**config.mk**
```make
export PLATFORM = sky130hd
export DESIGN_NAME = ps2_key_event_queue_flat
export DESIGN_NICKNAME = d
export VERILOG_FILES = /design/src/rtl/ps2_key_event_queue_pkg.sv /design/src/rtl/ps2_key_event_queue_if.sv /design/src/rtl/ps2_key_event_queue_evt_fifo.sv /design/src/rtl/ps2_key_event_queue.sv /design/src/flat_wrapper.sv
export SDC_FILE = /design/constraint.sdc
export NUM_CORES = 1
export LEC_CHECK = 0
export CAP_MARGIN = 10
export CELL_PAD_IN_SITES_DETAIL_PLACEMENT = 0
export CELL_PAD_IN_SITES_GLOBAL_PLACEMENT = 1
export CORE_MARGIN = 5
export CORE_UTILIZATION = 46
export CTS_CLUSTER_DIAMETER = 80
export CTS_CLUSTER_SIZE = 14
export DETAILED_ROUTE_END_ITERATION = 12
export PLACE_DENSITY = 0.84
export SYNTH_ARGS = -nofsm -noshare
export SYNTH_HDL_FRONTEND = slang
export SYNTH_HIERARCHICAL = 1
export SYNTH_SLANG_ARGS = --single-unit
```
**constraint.sdc**
```tcl
create_clock -name clock -period 3.4 [get_ports clock]
set_clock_uncertainty 0.15 [all_clocks]
set_input_delay 0.34 -clock clock [delete_from_list [all_inputs] [get_ports clock]]
set_output_delay 0.34 -clock clock [all_outputs]
set_load 0.005 [all_outputs]
```
**src/rtl/ps2_key_event_queue_pkg.sv**
```systemverilog
// Shared scancode constants, direction codes and decoder state encoding
// for the PS/2 key event queue.
package ps2_key_event_queue_pkg;

  localparam int EVT_W = 10;

  localparam logic [7:0] SC_EXT   = 8'hE0;
  localparam logic [7:0] SC_BRK   = 8'hF0;
  localparam logic [7:0] SC_W     = 8'h1D;
  localparam logic [7:0] SC_S     = 8'h1B;
  localparam logic [7:0] SC_A     = 8'h1C;
  localparam logic [7:0] SC_D     = 8'h23;
  localparam logic [7:0] SC_UP    = 8'h75;
  localparam logic [7:0] SC_DOWN  = 8'h72;
  localparam logic [7:0] SC_LEFT  = 8'h6B;
  localparam logic [7:0] SC_RIGHT = 8'h74;

  localparam logic [2:0] DIR_NONE  = 3'd0;
  localparam logic [2:0] DIR_UP    = 3'd1;
  localparam logic [2:0] DIR_DOWN  = 3'd2;
  localparam logic [2:0] DIR_LEFT  = 3'd3;
  localparam logic [2:0] DIR_RIGHT = 3'd4;

  typedef enum logic [1:0] {
    ST_IDLE   = 2'd0,
    ST_EXT    = 2'd1,
    ST_BRK    = 2'd2,
    ST_EXTBRK = 2'd3
  } dec_state_t;

  // Keyboard housekeeping bytes (BAT ok, ACK, resend, echo, errors).
  function automatic logic is_ignored(input logic [7:0] b);
    return (b == 8'hAA) || (b == 8'hFA) || (b == 8'hFE) ||
           (b == 8'hEE) || (b == 8'h00) || (b == 8'hFF);
  endfunction

  function automatic logic [2:0] dir_decode(input logic ext, input logic [7:0] code);
    logic [2:0] d;
    d = DIR_NONE;
    if (ext) begin
      if (code == SC_UP)         d = DIR_UP;
      else if (code == SC_DOWN)  d = DIR_DOWN;
      else if (code == SC_LEFT)  d = DIR_LEFT;
      else if (code == SC_RIGHT) d = DIR_RIGHT;
    end else begin
      if (code == SC_W)          d = DIR_UP;
      else if (code == SC_S)     d = DIR_DOWN;
      else if (code == SC_A)     d = DIR_LEFT;
      else if (code == SC_D)     d = DIR_RIGHT;
    end
    return d;
  endfunction

endpackage

```
**src/rtl/ps2_key_event_queue_if.sv**
```systemverilog
// Byte-in / event-out bus of the key event queue.
interface ps2_key_event_queue_if #(parameter int PTR_W = 2);
  logic             key_valid;
  logic [7:0]       key_byte;
  logic             pop;
  logic             clear;
  logic             evt_valid;
  logic [9:0]       evt_data;
  logic [2:0]       evt_dir;
  logic [PTR_W:0]   count;
  logic             overflow;

  modport master (
    output key_valid, key_byte, pop, clear,
    input  evt_valid, evt_data, evt_dir, count, overflow
  );

  modport slave (
    input  key_valid, key_byte, pop, clear,
    output evt_valid, evt_data, evt_dir, count, overflow
  );
endinterface

```
**src/rtl/ps2_key_event_queue_evt_fifo.sv**
```systemverilog
// Show-ahead event FIFO with explicit occupancy count; a push into a full
// FIFO is accepted only when a pop frees a slot in the same cycle.
module ps2_evt_fifo #(
  parameter int DEPTH = 4,
  parameter int PTR_W = 2,
  parameter int WIDTH = 10
) (
  input  logic             clock,
  input  logic             resetn,
  input  logic             i_push,
  input  logic             i_pop,
  input  logic             i_clear,
  input  logic [WIDTH-1:0] i_wdata,
  output logic [WIDTH-1:0] o_rdata,
  output logic [PTR_W:0]   o_count,
  output logic             o_full,
  output logic             o_empty
);
  localparam logic [PTR_W:0] FULL_CNT = (PTR_W+1)'(DEPTH);

  logic [WIDTH-1:0] r_mem [DEPTH];
  logic [PTR_W-1:0] r_wr_ptr;
  logic [PTR_W-1:0] r_rd_ptr;
  logic [PTR_W:0]   r_count;
  logic             w_do_push;
  logic             w_do_pop;

  assign o_full    = (r_count == FULL_CNT);
  assign o_empty   = (r_count == '0);
  assign w_do_pop  = i_pop && !o_empty;
  assign w_do_push = i_push && (!o_full || w_do_pop);

  always_ff @(posedge clock or negedge resetn) begin
    if (!resetn) begin
      r_wr_ptr <= '0;
      r_rd_ptr <= '0;
      r_count  <= '0;
    end else if (i_clear) begin
      r_wr_ptr <= '0;
      r_rd_ptr <= '0;
      r_count  <= '0;
    end else begin
      if (w_do_push) r_wr_ptr <= r_wr_ptr + 1'b1;
      if (w_do_pop)  r_rd_ptr <= r_rd_ptr + 1'b1;
      if (w_do_push && !w_do_pop)      r_count <= r_count + 1'b1;
      else if (w_do_pop && !w_do_push) r_count <= r_count - 1'b1;
    end
  end

  always_ff @(posedge clock) begin
    if (w_do_push && !i_clear) r_mem[r_wr_ptr] <= i_wdata;
  end

  // Storage is not reset, so an empty FIFO presents zero instead of stale data.
  assign o_rdata = o_empty ? '0 : r_mem[r_rd_ptr];
  assign o_count = r_count;
endmodule

```
**src/rtl/ps2_key_event_queue.sv**
```systemverilog
// PS/2 scancode prefix decoder, typematic repeat filter and direction decode
// feeding a small show-ahead event FIFO.
//   state     | meaning
//   ST_IDLE   | no prefix pending
//   ST_EXT    | E0 seen
//   ST_BRK    | F0 seen
//   ST_EXTBRK | E0 F0 seen
module ps2_key_event_queue
  import ps2_key_event_queue_pkg::*;
#(
  parameter int DEPTH         = 4,
  parameter int PTR_W         = 2,
  parameter int REPEAT_FILTER = 1
) (
  input  logic                    clock,
  input  logic                    resetn,
  ps2_key_event_queue_if.slave    bus
);
  dec_state_t  r_state;
  dec_state_t  w_state_nxt;
  logic        w_emit;
  logic        w_rel;
  logic        w_ext;
  logic [8:0]  w_key;
  logic        w_match;
  logic        w_push;
  logic [8:0]  r_last_make;
  logic        r_overflow;
  logic        w_full;
  logic        w_empty;
  logic [EVT_W-1:0] w_head;

  always_ff @(posedge clock or negedge resetn) begin
    if (!resetn)        r_state <= ST_IDLE;
    else if (bus.clear) r_state <= ST_IDLE;
    else                r_state <= w_state_nxt;
  end

  always_comb begin
    w_state_nxt = r_state;
    w_emit      = 1'b0;
    w_rel       = 1'b0;
    w_ext       = 1'b0;
    if (bus.key_valid) begin
      unique case (r_state)
        ST_IDLE: begin
          if (bus.key_byte == SC_EXT)      w_state_nxt = ST_EXT;
          else if (bus.key_byte == SC_BRK) w_state_nxt = ST_BRK;
          else if (!is_ignored(bus.key_byte)) w_emit = 1'b1;
        end
        ST_EXT: begin
          if (bus.key_byte == SC_BRK) w_state_nxt = ST_EXTBRK;
          else if (bus.key_byte != SC_EXT) begin
            w_emit      = 1'b1;
            w_ext       = 1'b1;
            w_state_nxt = ST_IDLE;
          end
        end
        ST_BRK: begin
          // A stray E0 after F0 restarts as an extended sequence.
          if (bus.key_byte == SC_EXT) w_state_nxt = ST_EXT;
          else if (bus.key_byte != SC_BRK) begin
            w_emit      = 1'b1;
            w_rel       = 1'b1;
            w_state_nxt = ST_IDLE;
          end
        end
        ST_EXTBRK: begin
          if ((bus.key_byte != SC_EXT) && (bus.key_byte != SC_BRK)) begin
            w_emit      = 1'b1;
            w_rel       = 1'b1;
            w_ext       = 1'b1;
            w_state_nxt = ST_IDLE;
          end
        end
        default: w_state_nxt = ST_IDLE;
      endcase
    end
  end

  assign w_key   = {w_ext, bus.key_byte};
  assign w_match = (w_key == r_last_make);
  assign w_push  = w_emit && !(!w_rel && (REPEAT_FILTER != 0) && w_match);

  always_ff @(posedge clock or negedge resetn) begin
    if (!resetn) begin
      r_last_make <= '0;
      r_overflow  <= 1'b0;
    end else if (bus.clear) begin
      r_last_make <= '0;
      r_overflow  <= 1'b0;
    end else begin
      if (w_push && !w_rel)              r_last_make <= w_key;
      else if (w_emit && w_rel && w_match) r_last_make <= '0;
      if (w_push && w_full && !bus.pop)  r_overflow  <= 1'b1;
    end
  end

  ps2_evt_fifo #(
    .DEPTH (DEPTH),
    .PTR_W (PTR_W),
    .WIDTH (EVT_W)
  ) u_fifo (
    .clock   (clock),
    .resetn  (resetn),
    .i_push  (w_push),
    .i_pop   (bus.pop),
    .i_clear (bus.clear),
    .i_wdata ({w_rel, w_ext, bus.key_byte}),
    .o_rdata (w_head),
    .o_count (bus.count),
    .o_full  (w_full),
    .o_empty (w_empty)
  );

  assign bus.evt_valid = !w_empty;
  assign bus.evt_data  = w_head;
  assign bus.evt_dir   = dir_decode(w_head[8], w_head[7:0]);
  assign bus.overflow  = r_overflow;
endmodule
```
**src/flat_wrapper.sv**
```systemverilog
// flat-port wrapper written by rule: the top's interface ports become plain ports
module ps2_key_event_queue_flat import ps2_key_event_queue_pkg::*;
#(
  parameter int DEPTH         = 4,
  parameter int PTR_W         = 2,
  parameter int REPEAT_FILTER = 1
)
  (clock, resetn, bus_key_valid, bus_key_byte, bus_pop, bus_clear, bus_evt_valid, bus_evt_data, bus_evt_dir, bus_count, bus_overflow);
  ps2_key_event_queue_if #(.PTR_W(PTR_W)) bus_i ();
  input  logic clock;
  input  logic resetn;
  input wire logic [$bits(bus_i.key_valid)-1:0] bus_key_valid;
  input wire logic [$bits(bus_i.key_byte)-1:0] bus_key_byte;
  input wire logic [$bits(bus_i.pop)-1:0] bus_pop;
  input wire logic [$bits(bus_i.clear)-1:0] bus_clear;
  output wire logic [$bits(bus_i.evt_valid)-1:0] bus_evt_valid;
  output wire logic [$bits(bus_i.evt_data)-1:0] bus_evt_data;
  output wire logic [$bits(bus_i.evt_dir)-1:0] bus_evt_dir;
  output wire logic [$bits(bus_i.count)-1:0] bus_count;
  output wire logic [$bits(bus_i.overflow)-1:0] bus_overflow;
  assign bus_i.key_valid = bus_key_valid;
  assign bus_i.key_byte = bus_key_byte;
  assign bus_i.pop = bus_pop;
  assign bus_i.clear = bus_clear;
  assign bus_evt_valid = bus_i.evt_valid;
  assign bus_evt_data = bus_i.evt_data;
  assign bus_evt_dir = bus_i.evt_dir;
  assign bus_count = bus_i.count;
  assign bus_overflow = bus_i.overflow;
  ps2_key_event_queue #(.DEPTH(DEPTH), .PTR_W(PTR_W), .REPEAT_FILTER(REPEAT_FILTER)) u_core (.clock(clock), .resetn(resetn), .bus(bus_i));
endmodule
```
==> results list <==
- The run finished with clean final reports.
* Gate count of the mapped netlist: 235
- Before antenna repair, the detailed router went through 4 iterations.
- Leading cell types by total area after synthesis: sky130_fd_sc_hd__edfxtp_1 (40%), sky130_fd_sc_hd__dfrtp_1 (16%), sky130_fd_sc_hd__mux4_2 (7.4%), sky130_fd_sc_hd__mux2i_1 (3.6%), sky130_fd_sc_hd__xor2_1 (3.2%)
* Antenna diodes: 0
- Final setup violation count: 0
- For this run, design rule violations remaining after detail routing come to 0.
- # nets final: 309
- The worst-case IR drop observed on VDD is 0.000343 V.
* Setup WS pre-CTS: 0.0233 ns
- Post-synthesis cell type count: 49
* Number of post-CTS setup repair buffers: 0
- EDFF count, synth: 40
- Power spread over the standard cell area amounts to 648 nW/um^2.
* Worst-Skew Late Latency: 0.33 ns
- Post-synth top cells: sky130_fd_sc_hd__edfxtp_1 (40), sky130_fd_sc_hd__dfrtp_1 (19), sky130_fd_sc_hd__nor2_1 (17), sky130_fd_sc_hd__nand2_1 (15), sky130_fd_sc_hd__nor2b_1 (14)
- Reg2reg path depth: 11
* Signed area change from the synthesized netlist to the final layout: 24.9%
- Final critical-path required period: 3.16 ns
* Root buf cell: sky130_fd_sc_hd__clkbuf_8
- Reg2reg setup slack: 0.62 ns
* Mean Syn Cell Area: 12.9 sq um
* Max Fanout on Critical Path: 11
- After routing, the total negative slack on setup checks comes to 0 ns.
- The most used flip-flop cell after synthesis is sky130_fd_sc_hd__edfxtp_1.
- After layout, the worst setup slack is 0.245 ns.
* Clk buf depth: 2
* Violation count after the first detailed-route iteration: 93
* Gr ovfl total: 0
- Start-to-end type of the worst setup path: reg2out
- Global-route wire length before repair: 10.1 mm
* Share of Yosys cell area claimed by the top area cell type: 39.6%
* FP Rows: 29
* Post-synthesis async set-or-reset flop share: 32.2%
* Starting density of the core: 47.5%
- Pin count of the biggest net entering global routing: 20
- The die is 91.2 um wide.
- Counting every sink on the clock net gives 59.
- CTS tree: yes
- Final hold violation count: 0
* Unrepaired setup endpoints after global routing: false
* # IOs: 31
* Worst path arrival time: 2.67 ns
- The cell area that synthesis handed to floorplanning was 3030 sq um.
- Period Utilization, post-route: 92.8%
- Actual transition at the worst max-transition pin: 0.927 ns
- For the worst setup path, the data required time is 2.91 ns.
- Once detailed placement completed, the half-perimeter wirelength came to 4.25 mm.
- Syn. warnings: 6
- Post-synthesis cell type with the largest combined area: sky130_fd_sc_hd__edfxtp_1
* Worst Hold Class: in2async
- H-Tree Depth: 3
- Most common cell in the netlist: sky130_fd_sc_hd__edfxtp_1
- At the end of routability-driven placement, the weighted congestion stood at 0.747.
- Fin. max-slew vios: 0
- Maximum Capacitance Violations: 0
* CTS clock-pin slew for the worst setup and hold paths: 0.06 ns
- Critical Path Start Type: flop
- Fraction of layout instances using a drive strength above 1: 20.6%
- Syn nets: 253
* FF+latch count, synth: 59
* Full die area: 8310 sq um
* Max frequency: 0.317 GHz
- Leak Pwr: 1.43 nW
- Buffers placed on the I/O ports in this run total 30.
- Final hold analysis gives a worst-case slack of 0.385 ns.
- Detailed-route vias per instance: 5.39
- Post-detailed-route wirelength per cell: 16.2 um
- Endpoint type of the worst setup path: output port
- Via count of the first global-routing pass: 2012
* Antenna violations before repair: 0
* Overall global routing resource usage: 15.4%
- Core region area: 6390 sq um
- Die Span Y: 91.2 um
- Once detail routing completed, the nets flagged for antenna violations numbered 0.
- Counting the buffers created by CTS gives 9.
* Proportion of synthesized chip area in sequential cells: 55.3%
* Total via count after detailed routing: 2010
- Routed wire length: 6.06 mm
* Slew Limit Headroom: 38.0%
[cell type report]
cell class / instances / area [sq um]
Timing Repair Buffer: 55 / 492
Clock buffer: 11 / 141
Multi-Input combinational cell: 156 / 1260
Sequential cell: 59 / 1680
Tap cell: 77 / 96.3
Inverter: 10 / 37.5
Clock inverter: 5 / 77.6
Fill cell: 529 / 2600
[logic make-up (layout without fill, tap and decap cells)]
kind of cell,Yosys count,count (layout),share of synthesized area (%)
AOI/OAI and AO/OA,25,25,6.48
xor gates and xnor gates,12,12,3.47
adders and majority gates,6,6,2.64
buffers and inverters,20,81,3.26
DFF,59,59,55.3
muxes,24,24,12.3
and+or+nand+nor,89,89,16.5
[per-layer routing]
| layer | vias to the layer above | GRT usage (%) | routed length, um |
|---|---|---|---|
| li1 | 977 | - | - |
| met3 | 6 | 4.88 | 294 |
| met2 | 46 | 25.2 | 3030 |
| met1 | 981 | 19.9 | 2670 |
| met5 | - | 0 | 0 |
| met4 | 0 | 4.03 | 62 |
[path summary, 6_finish.rpt]
path / from / to
max: u_core/u_fifo/r_rd_ptr[0] / bus_evt_dir[2]
min: resetn / u_core/u_fifo/o_count[0]
max reg2reg: u_core/r_last_make[5] / u_core/u_fifo/o_count[2]
min reg2reg: u_core/r_last_make[8] / u_core/r_last_make[8]
max in group asynchronous: resetn / u_core/r_last_make[1]
min in group clock: u_core/r_last_make[8] / u_core/r_last_make[8]
[critical path, stage by stage (launching register included)]
cell and delay [ns]:
sky130_fd_sc_hd__dfrtp_1 0.34, sky130_fd_sc_hd__buf_6 0.18, sky130_fd_sc_hd__buf_4 0.16, sky130_fd_sc_hd__mux4_2 0.50, sky130_fd_sc_hd__nor2b_1 0.18, sky130_fd_sc_hd__nor2b_1 0.15
sky130_fd_sc_hd__nand3b_1 0.11, sky130_fd_sc_hd__o21ai_0 0.19, sky130_fd_sc_hd__clkdlybuf4s50_1 0.52
[power breakdown]
part | leakage (nW) | switching, mW | internal, mW | total, mW
combinational | 0.706 | 0.409 | 0.475 | 0.884
sequential | 0.617 | 0.0474 | 0.823 | 0.871
clock | 0.109 | 0.266 | 0.430 | 0.697
total | 1.43 | 0.723 | 1.73 | 2.45
[timing repair]
action                                 CTS  global route
setup endpoints to repair                0             3
endpoints found under the hold margin    0             0
hold buffers                             0             0
resized for setup                        0             3
[sequential cells by signal, indices dropped and copies added (netlist names)]
name / cells
u_core/u_fifo/r_mem: 40
u_core/r_last_make: 9
u_core/u_fifo/o_count: 3
u_core/r_state: 2
u_core/u_fifo/r_rd_ptr: 2
u_core/u_fifo/r_wr_ptr: 2
u_core/bus.overflow: 1
[placed cells by master, fill, tap and decap left out, types with 3 or more instances in the layout]
| master | synthesis | final |
|---|---|---|
| sky130_fd_sc_hd__nand3_1 | 4 | 4 |
| sky130_fd_sc_hd__nor3_1 | 5 | 5 |
| sky130_fd_sc_hd__a31oi_1 | 4 | 4 |
| sky130_fd_sc_hd__o21ai_0 | 6 | 6 |
| sky130_fd_sc_hd__nand4_1 | 3 | 3 |
| sky130_fd_sc_hd__mux4_2 | 10 | 10 |
| sky130_fd_sc_hd__xor2_1 | 11 | 11 |
| sky130_fd_sc_hd__inv_1 | 10 | 10 |
| sky130_fd_sc_hd__dfrtp_1 | 19 | 19 |
| sky130_fd_sc_hd__edfxtp_1 | 40 | 40 |
| sky130_fd_sc_hd__ha_1 | 4 | 4 |
| sky130_fd_sc_hd__clkbuf_8 | 0 | 10 |
| sky130_fd_sc_hd__a21oi_1 | 4 | 4 |
| sky130_fd_sc_hd__nor2_1 | 17 | 17 |
| sky130_fd_sc_hd__nand2_1 | 15 | 15 |
| sky130_fd_sc_hd__clkdlybuf4s50_1 | 0 | 30 |
| sky130_fd_sc_hd__nor2b_1 | 14 | 13 |
| sky130_fd_sc_hd__buf_4 | 1 | 24 |
| sky130_fd_sc_hd__mux2i_1 | 11 | 11 |
| sky130_fd_sc_hd__nand2b_1 | 11 | 11 |
| sky130_fd_sc_hd__nor3b_1 | 4 | 4 |
[per-stage QoR]
step	cells	power, mW	utilization, %	instance area (sq um)
6_report	373	2.45	59.3	3780
5_1_grt	373	2.61	59.3	3780
4_1_cts	373	2.46	59.1	3770
3_5_place_dp	357	1.76	55.6	3550
3_3_place_gp	357	1.75	55.6	3550
2_1_floorplan	235	1.40	-	3030
No activity file was read; power rests on OpenSTA's default activity.
